==> config.mk <==
export PLATFORM = sky130hd
export DESIGN_NAME = gpio_pattern_sequencer
export DESIGN_NICKNAME = d
export VERILOG_FILES = /design/src/rtl/gpio_pattern_sequencer.sv
export SDC_FILE = /design/constraint.sdc
export NUM_CORES = 1
export LEC_CHECK = 0
export CELL_PAD_IN_SITES_DETAIL_PLACEMENT = 2
export CELL_PAD_IN_SITES_GLOBAL_PLACEMENT = 2
export CORE_MARGIN = 2
export CORE_UTILIZATION = 37
export DETAILED_ROUTE_END_ITERATION = 10
export PLACE_DENSITY = 0.74
export SLEW_MARGIN = 0
export SYNTH_ARGS = -nofsm -noshare
export SYNTH_HDL_FRONTEND = slang
export SYNTH_SLANG_ARGS = --single-unit
==> constraint.sdc <==
create_clock -name wb_clk_i -period 4.25 [get_ports wb_clk_i]
set_clock_uncertainty 0.15 [all_clocks]
set_input_delay 0.85 -clock wb_clk_i [delete_from_list [all_inputs] [get_ports wb_clk_i]]
set_output_delay 0.85 -clock wb_clk_i [all_outputs]
set_load 0.01 [all_outputs]
==> src/rtl/gpio_pattern_sequencer.sv <==
// Wishbone-programmed FIFO of {checkbits, status, dwell} patterns played out on
// user IO, one entry per dwell+1 cycles, with optional looping and a done pulse.
module gpio_pattern_sequencer #(
  parameter int unsigned DEPTH = 8
) (
  input  logic        wb_clk_i,
  input  logic        wb_rst_i,
  input  logic        wbs_cyc_i,
  input  logic        wbs_stb_i,
  input  logic        wbs_we_i,
  input  logic [3:0]  wbs_adr_i,
  input  logic [31:0] wbs_dat_i,
  output logic        wbs_ack_o,
  output logic [31:0] wbs_dat_o,
  output logic [37:0] io_out,
  output logic [37:0] io_oeb,
  output logic        irq_o
);

  localparam int unsigned PW = $clog2(DEPTH);
  localparam int unsigned CW = PW + 1;

  localparam logic [1:0] S_IDLE = 2'd0;
  localparam logic [1:0] S_LOAD = 2'd1;
  localparam logic [1:0] S_HOLD = 2'd2;
  localparam logic [1:0] S_DONE = 2'd3;

  localparam logic [1:0] A_CTRL = 2'd0;
  localparam logic [1:0] A_PUSH = 2'd1;
  localparam logic [1:0] A_STAT = 2'd2;

  typedef struct packed {
    logic [11:0] dwell;
    logic [3:0]  status;
    logic [15:0] checkbits;
  } entry_t;

  logic [1:0]    state_q, state_d;
  logic          en_q, en_d, loop_q, loop_d, ovf_q, ovf_d, oeb_q, oeb_d;
  logic [PW-1:0] wr_ptr_q, wr_ptr_d, rd_ptr_q, rd_ptr_d;
  logic [CW-1:0] count_q, count_d;
  logic [11:0]   dwell_q, dwell_d;
  logic [19:0]   out_q, out_d;
  logic          irq_q, irq_d, ack_q, ack_d;
  logic [31:0]   dat_q, dat_d;

  logic [31:0]   mem_q [DEPTH];
  logic          mem_we_c;
  logic [31:0]   mem_wdata_c;
  entry_t        head_c;
  logic          pop_c;
  logic [CW-1:0] cnt_after_c;

  logic bus_req_c, wr_ctrl_c, wr_push_c, flush_c, push_ok_c;
  logic unused_adr_c;

  assign head_c       = entry_t'(mem_q[rd_ptr_q]);
  assign bus_req_c    = wbs_cyc_i & wbs_stb_i & ~ack_q;
  assign wr_ctrl_c    = bus_req_c & wbs_we_i & (wbs_adr_i[3:2] == A_CTRL);
  assign wr_push_c    = bus_req_c & wbs_we_i & (wbs_adr_i[3:2] == A_PUSH);
  assign flush_c      = wr_ctrl_c & wbs_dat_i[2];
  // A running loop owns the tail slot, so bus pushes are refused until IDLE.
  assign push_ok_c    = wr_push_c && (count_q != CW'(DEPTH)) && !(loop_q && (state_q != S_IDLE));
  assign unused_adr_c = ^wbs_adr_i[1:0];

  always_comb begin
    state_d     = state_q;
    en_d        = en_q;
    loop_d      = loop_q;
    ovf_d       = ovf_q;
    wr_ptr_d    = wr_ptr_q;
    rd_ptr_d    = rd_ptr_q;
    count_d     = count_q;
    dwell_d     = dwell_q;
    out_d       = out_q;
    ack_d       = bus_req_c;
    dat_d       = '0;
    mem_we_c    = 1'b0;
    mem_wdata_c = wbs_dat_i;
    pop_c       = 1'b0;
    cnt_after_c = loop_q ? count_q : (count_q - CW'(1) + CW'(push_ok_c));

    if (bus_req_c && !wbs_we_i) begin
      case (wbs_adr_i[3:2])
        A_CTRL:  dat_d = {30'd0, loop_q, en_q};
        A_STAT:  dat_d = {19'd0, ovf_q, 2'b00, state_q, 3'b000, 5'(count_q)};
        default: dat_d = '0;
      endcase
    end

    if (wr_ctrl_c) begin
      en_d   = wbs_dat_i[0];
      loop_d = wbs_dat_i[1];
      if (wbs_dat_i[3]) ovf_d = 1'b0;
    end
    if (wr_push_c && !push_ok_c) ovf_d = 1'b1;

    case (state_q)
      S_IDLE: if (en_q && (count_q != '0)) state_d = S_LOAD;
      S_LOAD: begin
        if (!en_q || (count_q == '0)) begin
          state_d = S_IDLE;
        end else begin
          pop_c   = 1'b1;
          out_d   = {head_c.status, head_c.checkbits};
          dwell_d = head_c.dwell;
          if (head_c.dwell != '0)      state_d = S_HOLD;
          else if (cnt_after_c != '0)  state_d = S_LOAD;
          else                         state_d = S_DONE;
        end
      end
      S_HOLD: begin
        if (!en_q) begin
          state_d = S_IDLE;
        end else begin
          dwell_d = dwell_q - 12'd1;
          if (dwell_q == 12'd1) state_d = (count_q != '0) ? S_LOAD : S_DONE;
        end
      end
      default: state_d = S_IDLE;
    endcase

    if (push_ok_c) begin
      mem_we_c    = 1'b1;
      mem_wdata_c = wbs_dat_i;
      wr_ptr_d    = wr_ptr_q + PW'(1);
    end
    // In loop mode the popped head is recycled to the tail on the same edge.
    if (pop_c) begin
      rd_ptr_d = rd_ptr_q + PW'(1);
      if (loop_q) begin
        mem_we_c    = 1'b1;
        mem_wdata_c = head_c;
        wr_ptr_d    = wr_ptr_q + PW'(1);
      end
    end
    count_d = count_q + CW'(push_ok_c) - CW'(pop_c && !loop_q);

    if (flush_c) begin
      state_d  = S_IDLE;
      wr_ptr_d = '0;
      rd_ptr_d = '0;
      count_d  = '0;
      mem_we_c = 1'b0;
      out_d    = out_q;
      dwell_d  = dwell_q;
    end

    oeb_d = ~en_d;
    irq_d = (state_d == S_DONE);
  end

  always_ff @(posedge wb_clk_i or posedge wb_rst_i) begin
    if (wb_rst_i) begin
      state_q  <= S_IDLE;
      en_q     <= 1'b0;
      loop_q   <= 1'b0;
      ovf_q    <= 1'b0;
      oeb_q    <= 1'b1;
      wr_ptr_q <= '0;
      rd_ptr_q <= '0;
      count_q  <= '0;
      dwell_q  <= '0;
      out_q    <= '0;
      irq_q    <= 1'b0;
      ack_q    <= 1'b0;
      dat_q    <= '0;
    end else begin
      state_q  <= state_d;
      en_q     <= en_d;
      loop_q   <= loop_d;
      ovf_q    <= ovf_d;
      oeb_q    <= oeb_d;
      wr_ptr_q <= wr_ptr_d;
      rd_ptr_q <= rd_ptr_d;
      count_q  <= count_d;
      dwell_q  <= dwell_d;
      out_q    <= out_d;
      irq_q    <= irq_d;
      ack_q    <= ack_d;
      dat_q    <= dat_d;
    end
  end

  // Pattern storage needs no reset; count and pointers define validity.
  always_ff @(posedge wb_clk_i) begin
    if (mem_we_c) mem_q[wr_ptr_q] <= mem_wdata_c;
  end

  assign wbs_ack_o = ack_q;
  assign wbs_dat_o = dat_q;
  assign irq_o     = irq_q;
  assign io_out    = {2'b00, out_q, 16'h0000};
  assign io_oeb    = {2'b11, {20{oeb_q}}, 16'hFFFF};

endmodule

==> flow_summary.yaml, run 1 <==
status:
  status: "finished, final reports clean"
cells_and_area:
  n_fill_cell: 3434
  drive_gt1_frac: 0.177
  diodes: 0
  instances_no_fill: 1425
  syn2layout_area_growth_pct: 17.3
  nets: 986
  fin_util: 0.437
  stdcell_area_um2: 15900
  final_cell_mix: "256 x edfxtp_1, 87 x clkdlybuf4s50_1, 67 x nand2_1, 61 x conb_1, 56 x mux4_2"
  mostFrequentLayoutCell: "edfxtp_1"
detailed_routing:
  via_count: 7334
  routed_via_density: 5.15
  drcViolationCount: 0
  drt_iter0_drc: 409
  wl_per_cell_um: 23.6
  antenna_left: 0
  drt-pass1-iter-count: 4
  wl_mm: 33.6
sta:
  worstMarginPinSlew_ps: 936
  slew_headroom: 0.376
  finalSetupTns_ps: 0
  hold_violations: 0
  fin_crit_sh: 0.763
  rsz0062_at_grt: "false"
  timing.fmax_ghz: 0.309
  setup_viol: 0
  maxSlewViolCount: 0
  fin_ws_ps: 1010
  fin_crit_ps: 3240
yosys:
  netlist_instances: 837
  ys_seq_area_frac: 0.674
  synthXorXnorAreaFrac: 0.00453
  synthSimpleGateAreaFrac: 0.0546
  yosysWarnings: 0
  synth_compound_area_frac: 0.0471
  syn-cell-area_um2: 13500
  synth_top_area_cell: "edfxtp_1"
  syn_area_per_cell_um2: 16.2
  synth_fa_ha_area_frac: 0.0135
  yosysTopAreaCellShare: 0.568
  ys_types: 62
  synth-main-ff-cell: "edfxtp_1"
  synth_mux_area_frac: 0.140
  synth-seq-cells: 313
  synth_top_family_by_area: "multiplexers"
  synthTopCellsByArea: "edfxtp_1 57%, dfrtp_1 10%, mux4_2 9.3%, buf_4 4.8%, mux2i_1 3.1%"
  synth-edff-count: 256
  async_flop_share: 0.182
clock_tree:
  ctsHoldBuffers: 0
  cts_tree: "done"
  postCtsSetupBuffers: 0
  htree_levels: 2
  clk-insertion-delay-late_ps: 510
  root_buffer: "clkbuf_16"
  clkTransAtPathRegs_ps: 60
  cts_buffers: 36
  cts.sinks: 313
  cts_resized: 0
  clockBufferDepth: 3
global_route:
  grt_max_degree: 56
  antenna_found_initial: 0
  grt_pass1_vias: 8175
  overflow: 0
  grt_usage: 0.180
  grt_pass1_wl_mm: 52.0
setup_path:
  critical_path_class: "reg -> reg"
  crit_path_start_kind: "flop"
  endpoint_kind: "flop"
  crit_fanout: 26
  cp.arrival_ps: 3350
  crit_required_ps: 4360
placement:
  port-buffer-count: 87
  hpwl_mm: 21.3
  dp.cells: 1361
  post-place-ws_ps: 635
  place_congestion: 0.728
  placed_cell_area_um2: 14700
floorplanning:
  dieArea_um2: 38100
  core_area_um2: 36300
  die-width_um: 195
  fp.dieH_um: 195
  rows: 70
  io_pins: 151
  start_util: 0.373
power_and_ir_drop:
  leakage_nw: 5.65
  power_density_nw_per_um2: 625
  peakVddDrop_mv: 0.321
worst_hold_path:
  hold_path_class: "reg -> reg"
flow_run:
  maxCapViolCount: 0
[report_power, final]
| part | switching, mW | internal [mW] |
|---|---|---|
| clock | 1.23 | 1.72 |
| sequential | 0.472 | 3.65 |
| combinational | 1.47 | 1.37 |
| total | 3.17 | 6.75 |
[stage by stage]
stage | power (mW) | hold slack (ps)
final | 9.91 | 343
after global routing | 10.4 | 387
after CTS | 10.1 | 349
after detailed placement | 7.08 | 331
after global placement | 6.90 | 320
after floorplan | 6.15 | 311
[cells in the mapped netlist, types with 6 or more instances]
library cell and n:
nor3_1 11, buf_4 87, mux2i_1 42, nor2_1 27
nand2_1 68, and2_1 6, inv_1 14, mux4_2 56
a22o_1 7, buf_2 8, dfrtp_1 56, mux2_2 8
nand2b_1 6, ha_1 13, a21oi_1 12, o21ai_1 55
edfxtp_1 256, o21ai_0 11, clkbuf_1 17
[sequential cells by signal, indices dropped and copies added (netlist names)]
name and flops:
mem_q 256, rd_ptr_q 3, irq_o 1, dwell_q 12
ovf_q 1, count_q 4, wbs_ack_o 1, wr_ptr_q 3
out_q 20, oeb_q 1, state_q 2, wbs_dat_o 7
loop_q 1, en_q 1
[cells by family after synthesis]
group,Yosys count
flops,313
simple gates,148
buf+inv,134
mux,112
compound gates,107
fa+ha+maj,14
xor+xnor,7
other cells,2
[cell type report]
type | instances | area, um^2 | share of cell area
flip-flops and latches | 313 | 9120 | 0.575
multi-input cells | 449 | 3810 | 0.240
repair buffers | 116 | 1160 | 0.0734
clock buffers | 45 | 955 | 0.0602
well taps | 468 | 586 | 0.0369
clock inverters | 19 | 163 | 0.0103
inverters | 15 | 56.3 | 0.00355
[per-layer routing]
layer,wire length [um],up-vias,GRT usage,part of all wire
li1,-,3241,-,-
met1,14900,3877,0.242,0.44
met2,16900,179,0.312,0.50
met3,1270,37,0.0256,0.038
met4,533,0,0.0413,0.016
met5,0,-,0,0
[critical path, cell delays in order (launching register included)]
cell and delay [ps]:
dfrtp_1 390, inv_1 180, ha_1 170, nor3b_1 470, nor3_1 140, buf_4 190, a32oi_1 430, nor2_1 90
nand2_1 350, nor2_4 170, buf_12 220
[worst paths after layout]
path                       cells after the start           end  slack (ps)       start
min in group asynchronous                      2   rd_ptr_q[2]         640    wb_rst_i
hold / removal                                 2      out_q[0]         340    out_q[0]
setup / recovery                              10  mem_q[3][25]        1010  count_q[2]
setup reg to reg                              10  mem_q[3][25]        1010  count_q[2]
hold reg to reg                                2      out_q[0]         340    out_q[0]
max in group asynchronous                      3      out_q[2]        2580    wb_rst_i
No activity file was read; power rests on OpenSTA's default activity.
==> run 2: changes to the inputs <==
clock period = 2.9 ns   (was 4.25 ns; I/O delays follow)
==> run 2 against run 1 <==
Sequential share of layout area decreased by 1.5 points. Utilization increased by 1.2 points. Final cell count increased by 2.0%. Critical path depth decreased by 2. Design area increased by 2.7%. Routed wire length increased by 3.2%. Critical endpoint is now mem_q[0][8]. Sequential power increased by 40%. Register-to-register slack got worse by 780 ps. Total power increased by 52%. Worst hold slack got worse by 70 ps. Clock-buffer cell count decreased by 1. First-iteration DRC count decreased by 9.3%.
==> flow_summary.yaml, run 2 (synthesis gave the netlist of run 1 again) <==
status:
  status: "finished, final reports clean"
floorplanning:
  fp.dieH_um: 195
  rows: 70
  core_area_um2: 36300
  io_pins: 151
  die-width_um: 195
  dieArea_um2: 38100
  start_util: 0.373
global_route:
  grt_pass1_wl_mm: 53.3
  grt_pass1_vias: 8233
  grt_usage: 0.186
  grt_max_degree: 61
  antenna_found_initial: 0
  overflow: 0
power_and_ir_drop:
  peakVddDrop_mv: 0.378
  switching_share: 0.316
  switchingPower_mw: 4.78
  p_int_mw: 10.3
  power_density_nw_per_um2: 927
  p_clk_frac: 0.306
  leakage_nw: 5.88
  p_seq_frac: 0.382
  p_comb_frac: 0.312
  finalPower_mw: 15.1
flow_run:
  maxCapViolCount: 0
clock_tree:
  postCtsSetupBuffers: 0
  clkTransAtPathRegs_ps: 60
  root_buffer: "clkbuf_16"
  clk-insertion-delay-late_ps: 520
  cts_tree: "done"
  clockBufferDepth: 3
  cts_buffers: 36
  htree_levels: 2
  cts.sinks: 313
placement:
  dp.cells: 1389
  place_congestion: 0.751
  hpwl_mm: 22.9
  port-buffer-count: 87
setup_path:
  cp.arrival_ps: 2730
  ff2ff_path_depth: 8
  crit_required_ps: 2950
  critical_path_class: "reg -> reg"
  crit_path_start_kind: "flop"
  crit_fanout: 26
  endpoint_kind: "flop"
sta:
  fin_crit_ps: 2680
  worstMarginPinSlew_ps: 636
  timing.hold.ws_ps: 273
  rsz0062_at_grt: "false"
  maxSlewViolCount: 0
  hold_violations: 0
  setup_viol: 0
  timing.fmax_ghz: 0.374
  slew_headroom: 0.573
  fin_crit_sh: 0.923
detailed_routing:
  wl_per_cell_um: 23.8
  drcViolationCount: 0
  routed_via_density: 5.11
  wl_mm: 34.6
  via_count: 7426
  drt_iter0_drc: 371
  drt-pass1-iter-count: 4
  antenna_left: 0
cells_and_area:
  reg_top3: "mem_q (256), out_q (20), dwell_q (12)"
  syn2layout_area_growth_pct: 20.5
  mostFrequentLayoutCell: "edfxtp_1"
  fin_util: 0.449
  drive_gt1_frac: 0.210
  regMostFlops: "mem_q"
  final_cell_mix: "256 x edfxtp_1, 87 x clkdlybuf4s50_1, 67 x nand2_1, 61 x conb_1, 56 x mux4_2"
  instances_no_fill: 1453
  nets: 1014
  diodes: 0
  largest_register_ffs: 256
worst_hold_path:
  hold_path_class: "in -> async"
## run 2: cell types whose count changed in the layout (fill, tap and decap cells not counted), sizes merged
cell and delta:
buf +28, bufinv +2, clkbuf -1, clkinv +2, clkinvlp -4, inv +1
## run 2: worst paths after layout
kind	startpoint	to	slack (ps)
max in group asynchronous	wb_rst_i	oeb_q	1650
min in group wb_clk_i	out_q[9]	out_q[9]	340
setup / recovery	count_q[3]	mem_q[0][8]	220
setup reg to reg	count_q[3]	mem_q[0][8]	220
hold / removal	wb_rst_i	out_q[1]	270
hold reg to reg	out_q[9]	out_q[9]	340
## run 2: cell type report
class                   count  area [um^2]
flip-flops and latches    313         9120
repair buffers            144         1470
inverters                  15         56.3
clock buffers              44          983
multi-input cells         449         3870
fillers                  3425        20000
clock inverters            20          213
well taps                 468          586
## run 2: critical path: stages (launching register included)
cell     delay (ps)
dfrtp_1         410
inv_1            90
ha_2            170
nor3b_4         160
nor3_2          260
a32oi_4         100
or3_4           490
nor3_4          250
buf_12          260
## run 2: what timing repair did
item	CTS	global route
hold buffers	0	0
gates resized for setup	0	4
setup endpoints to repair	0	18
endpoints found under the hold margin	0	0
## run 2: metal layers
layer | global-route usage | vias to the layer above | routed length [um]
li1 | - | 3290 | -
met1 | 0.239 | 3901 | 14700
met2 | 0.334 | 184 | 18000
met3 | 0.0271 | 51 | 1280
met4 | 0.0433 | 0 | 665
met5 | 0 | - | 0
## run 2: through the flow
stage | cell area, um^2 | setup TNS (ps) | setup WS, ps
3_3_place_gp | 15100 | -17030 | -199
5_1_grt | 16300 | 0 | 10.2
6_report | 16300 | 0 | 225
2_1_floorplan | 13900 | -4080 | -128
3_5_place_dp | 15100 | -37140 | -276
4_1_cts | 16300 | 0 | 64.7
## run 2: power by group through the flow
stage / sequential (mW) / clock (mW) / combinational (mW)
final: 5.77 / 4.62 / 4.72
after global routing: 5.86 / 4.86 / 5.13
after CTS: 5.80 / 4.72 / 4.80
after detailed placement: 5.88 / 0 / 4.74
after global placement: 5.84 / 0 / 4.56
after floorplan: 5.72 / 0 / 3.35
==> run 3: changes to the inputs <==
clock period = 2.15 ns   (was 2.9 ns; I/O delays follow)
==> run 3 against run 2 <==
Clock-buffer cell count rose by 4. The flow now finishes with violations (setup timing). Register-to-register slack worse by 790 ps. Sequential cell count stayed put.
==> flow_summary.yaml, run 3 (synthesis gave the netlist of run 1 again) <==
sta:
  setup_viol: 554
  fin_crit_ps: 2710
  finalSetupTns_ps: -183620
  maxSlewViolCount: 0
  hold_violations: 0
  timing.hold.ws_ps: 81.7
  fin_crit_sh: 1.26
  rsz0062_at_grt: "true"
  slew_headroom: 0.572
  worstMarginPinSlew_ps: 640
  timing.fmax_ghz: 0.369
  fin_ws_ps: -564
power_and_ir_drop:
  power_density_nw_per_um2: 1300
  switching_share: 0.353
  leakage_nw: 7.44
  p_comb_frac: 0.457
  switchingPower_mw: 9.11
  p_int_mw: 16.7
  finalPower_mw: 25.8
  p_clk_frac: 0.243
  p_seq_frac: 0.301
  peakVddDrop_mv: 0.627
clock_tree:
  root_buffer: "clkbuf_16"
  cts.sinks: 313
  cts_buffers: 36
  clockBufferDepth: 3
  htree_levels: 2
  clk-insertion-delay-late_ps: 540
  cts_tree: "done"
  clkTransAtPathRegs_ps: 60
cells_and_area:
  final_cell_mix: "256 x edfxtp_1, 116 x buf_4, 67 x clkdlybuf4s50_1, 61 x conb_1, 60 x buf_6"
  regMostFlops: "mem_q"
  mostFrequentLayoutCell: "edfxtp_1"
  nets: 1211
  n_fill_cell: 3139
  stdcell_area_um2: 19800
  syn2layout_area_growth_pct: 46.7
  diodes: 0
  reg_top3: "mem_q (256), out_q (20), dwell_q (12)"
  fin_util: 0.547
  drive_gt1_frac: 0.443
  largest_register_ffs: 256
global_route:
  overflow: 0
  grt_max_degree: 41
  met2_usage: 0.386
  antenna_found_initial: 1
  grt-busiest-layer: "met2"
  grt_pass1_wl_mm: 60.8
  grt_usage: 0.217
  grt_pass1_vias: 9159
  met3_usage: 0.0271
  grtUsageMet1: 0.277
floorplanning:
  core_area_um2: 36300
  io_pins: 151
  die-width_um: 195
  start_util: 0.373
  dieArea_um2: 38100
  fp.dieH_um: 195
  rows: 70
setup_path:
  endpoint_kind: "flop"
  crit_required_ps: 2430
  critical_path_class: "reg -> reg"
  cp.arrival_ps: 2990
  crit_path_start_kind: "flop"
  crit_fanout: 8
  rrSetupSlack_ps: -560
detailed_routing:
  drcViolationCount: 0
  routed_via_density: 5.47
  wl_mm: 53.7
  drt_iter0_drc: 688
  wl_per_cell_um: 32.5
  antenna_left: 0
  drt-pass1-iter-count: 4
  via_count: 9039
flow_run:
  maxCapViolCount: 0
status:
  violations: "setup timing"
  status: "finished with violations"
placement:
  port-buffer-count: 87
  hpwl_mm: 25.3
  place_congestion: 0.795
  placed_cell_area_um2: 16000
worst_hold_path:
  hold_path_class: "in -> async"
-- run 3: cell types whose count changed in the layout (fill, tap and decap cells not counted), sizes merged --
cell	delta
clkinv	-3
buf	+180
o21a	+1
dlymetal6s2s	+20
bufinv	-1
clkdlybuf4s50	-20
clkinvlp	+1
clkbuf	+20
-- run 3: layer usage --
layer	vias up	part of all wire
li1	3707	-
met1	4829	0.39
met2	392	0.52
met3	111	0.056
met4	0	0.042
met5	-	0
-- run 3: critical path, cell delays in order (launching register included) --
cell,delay [ps]
dfrtp_4,520
buf_4,160
buf_4,120
nor2b_1,70
a2111oi_2,630
a311oi_4,120
nor4_4,440
a31oi_1,170
nor3_2,230
-- run 3: power groups by stage --
stage | logic (mW) | clock network [mW] | registers (mW)
after floorplan | 4.90 | 0 | 7.72
after global placement | 7.63 | 0 | 7.82
after detailed placement | 7.94 | 0 | 7.87
after CTS | 8.61 | 6.16 | 7.73
after global routing | 12.3 | 6.55 | 7.81
final | 11.8 | 6.26 | 7.76
-- run 3: path summary, 6_finish.rpt --
check / start / endpoint / depth (start not counted)
worst max register to register: rd_ptr_q[1] / irq_o / 8
worst min-delay path: wb_rst_i / wr_ptr_q[0] / 2
min in group wb_clk_i: out_q[4] / out_q[4] / 2
max in group asynchronous: wb_rst_i / oeb_q / 3
worst min register to register: out_q[4] / out_q[4] / 2
worst max-delay path: rd_ptr_q[1] / irq_o / 8
-- run 3: layout make-up --
type / instances / area [um^2] / area share
Clock buffer: 48 / 956 / 0.0482
Clock inverter: 17 / 175 / 0.00883
Inverter: 15 / 62.6 / 0.00315
Multi-Input combinational cell: 450 / 4900 / 0.247
Sequential cell: 313 / 9130 / 0.460
Tap cell: 468 / 586 / 0.0295
Timing Repair Buffer: 340 / 4030 / 0.203
-- run 3: per-stage QoR --
| stage | instances | worst slack [ps] |
|---|---|---|
| 6_report | 1651 | -564 |
| 5_1_grt | 1651 | -623 |
| 4_1_cts | 1566 | -412 |
| 3_5_place_dp | 1472 | -921 |
| 3_3_place_gp | 1472 | -822 |
| 2_1_floorplan | 896 | -859 |
-- run 3: repair_timing --
action                     CTS  global route
setup endpoints to repair  570           573
hold buffers                 0             0
pin swaps                   13            54
gates resized for setup     58           268
setup buffers               24            75
gates cloned                 6            22
==> variant, RTL diff (flow settings as in run 3) <==
The parameter `DEPTH` goes from 8 to 4.
--- a/src/rtl/gpio_pattern_sequencer.sv
+++ b/src/rtl/gpio_pattern_sequencer.sv
@@ -1,7 +1,7 @@
 // Wishbone-programmed FIFO of {checkbits, status, dwell} patterns played out on
 // user IO, one entry per dwell+1 cycles, with optional looping and a done pulse.
 module gpio_pattern_sequencer #(
-  parameter int unsigned DEPTH = 8
+  parameter int unsigned DEPTH = 4
 ) (
   input  logic        wb_clk_i,
   input  logic        wb_rst_i,
Behaviour: no difference found for any inputs over 4 cycles, from zero or initial values and one cycle with wb_rst_i high; that may be too few to reach the edited logic, so the function may still have changed.
==> variant against run 3 <==
- the flow still finishes with violations (setup timing)
- combinational power decreased by 50%
- synthesized area shrank 38%
- wire length fell by 49%
- largest power group unchanged
- total power down 47%
- sequential power is 40% lower
- worst setup slack improved by 0.22 ns
- largest cell class unchanged
- final area fell by 42%
- sequential cell count fell by 132
- highest routed layer unchanged
- fmax rose by 8.7%
==> variant: results (changes against run 3) <==
startpoint: "wbs_stb_i"  # was rd_ptr_q[1]
synth_enable_flop_cells: 128  # was 256
io_buffers: 86  # was 87
async_flop_share_pct: 29.3  # was 18.2%
worst_slack_ns: -0.346  # was -0.564 ns
dp.cells: 951  # was 1472
r2r_start: "state_q[0]"  # was rd_ptr_q[1]
critical-path-top-delay-family: "adder cells"  # was compound AO/OA/AOI/OAI gates
drt_iter0_markers: 340  # was 688
synth.distinct_cells: 56  # was 62
irDropWorstVdd_mv: 0.716  # was 0.627 mV
track_usage_pct: 21.5  # was 21.7%
grt_pass1_vias: 5739  # was 9159
hpwlAfterDp_mm: 15.7  # was 25.3 mm
finalSetupTns_ns: -42.58  # was -183.62 ns
setup_violations: 250  # was 554
avgSynthCellArea_sq_um: 15.3  # was 16.2 sq um
finalNonFillerCells: 1019  # was 1651
nets: 778  # was 1211
fin_hold_ws_ns: 0.168  # was 0.0817 ns
crit_slowest_cell: "fa_2"  # was a2111oi_2
outcome: "finished with violations"  # unchanged
clk_latency_ns: 0.44  # was 0.54 ns
reg2reg_setup_slack_ns: -0.31  # was -0.56 ns
grt_antenna_before_repair: 0  # was 1
critPathMaxStageDelay_ns: 0.54  # was 0.63 ns
worst_ep_arrival_time_ns: 2.72  # was 2.99 ns
critPathCapture: "count_q[1]"  # was irq_o
ctsLongestPathBuffers: 2  # was 3
htreeDepth: 4  # was 2
place_area_sq_mm: 0.00992  # was 0.0160 sq mm
violations: "setup timing"  # unchanged
synth_area_leaders: "edfxtp_1 (46%), dfrtp_1 (16%), buf_4 (7.7%)"  # was edfxtp_1 (57%), dfrtp_1 (10%), mux4_2 (9.3%)
critical_path.max_fanout: 3  # was 8
variant: cell types whose count changed after synthesis, sizes merged, moves of 26 or more:
cell and change:
edfxtp -128, o21ai -52, nand2 -61, mux2 +43, mux2i -40, mux4 -26
variant: worst reg2reg max path, cell delays in order, from the launching register on:
cell and delay [ns]:
dfrtp_1 0.41, o21a_1 0.23, a31oi_4 0.21, nand3_4 0.17
ha_4 0.34, inv_4 0.04, ha_4 0.16, fa_2 0.54
nor2b_4 0.15
variant: power breakdown:
part | total, mW | internal, mW | switching [mW]
Sequential | 4.67 | 4.30 | 0.374
Combinational | 5.88 | 3.09 | 2.79
Clock | 3.12 | 1.63 | 1.50
Total | 13.7 | 9.01 | 4.66
variant: repair_timing:
| item | 4_1_cts | 5_1_grt |
|---|---|---|
| pin swaps | 18 | 14 |
| setup endpoints to repair | 284 | 300 |
| setup buffers | 15 | 14 |
| gates cloned | 8 | 9 |
| resized for setup | 64 | 85 |
variant: area by class of cell:
cell class | count | area (sq um)
timing repair buffer | 207 | 2380
multi-input combinational | 304 | 2930
fill | 2004 | 10500
clock inverter | 15 | 145
tap | 280 | 350
inverter | 15 | 58.8
sequential | 181 | 5180
clock buffer | 17 | 425
variant: kinds of logic after synthesis:
family	Yosys count	synth area share, %
adders and majority gates	11	1.74
other	2	0.0903
xor gates and xnor gates	5	0.526
DFF	181	62.2
buffers and inverters	117	9.49
AOI/OAI and AO/OA	54	4.11
and+or+nand+nor	83	5.20
muxes	89	16.7
variant: per-layer routing:
layer,GRT usage [%],part of all wire (%),vias up
met4,7.88,1.9,0
met1,26.2,40,2772
li1,-,-,2268
met5,0,0,-
met3,2.87,3.6,35
met2,39.1,55,177
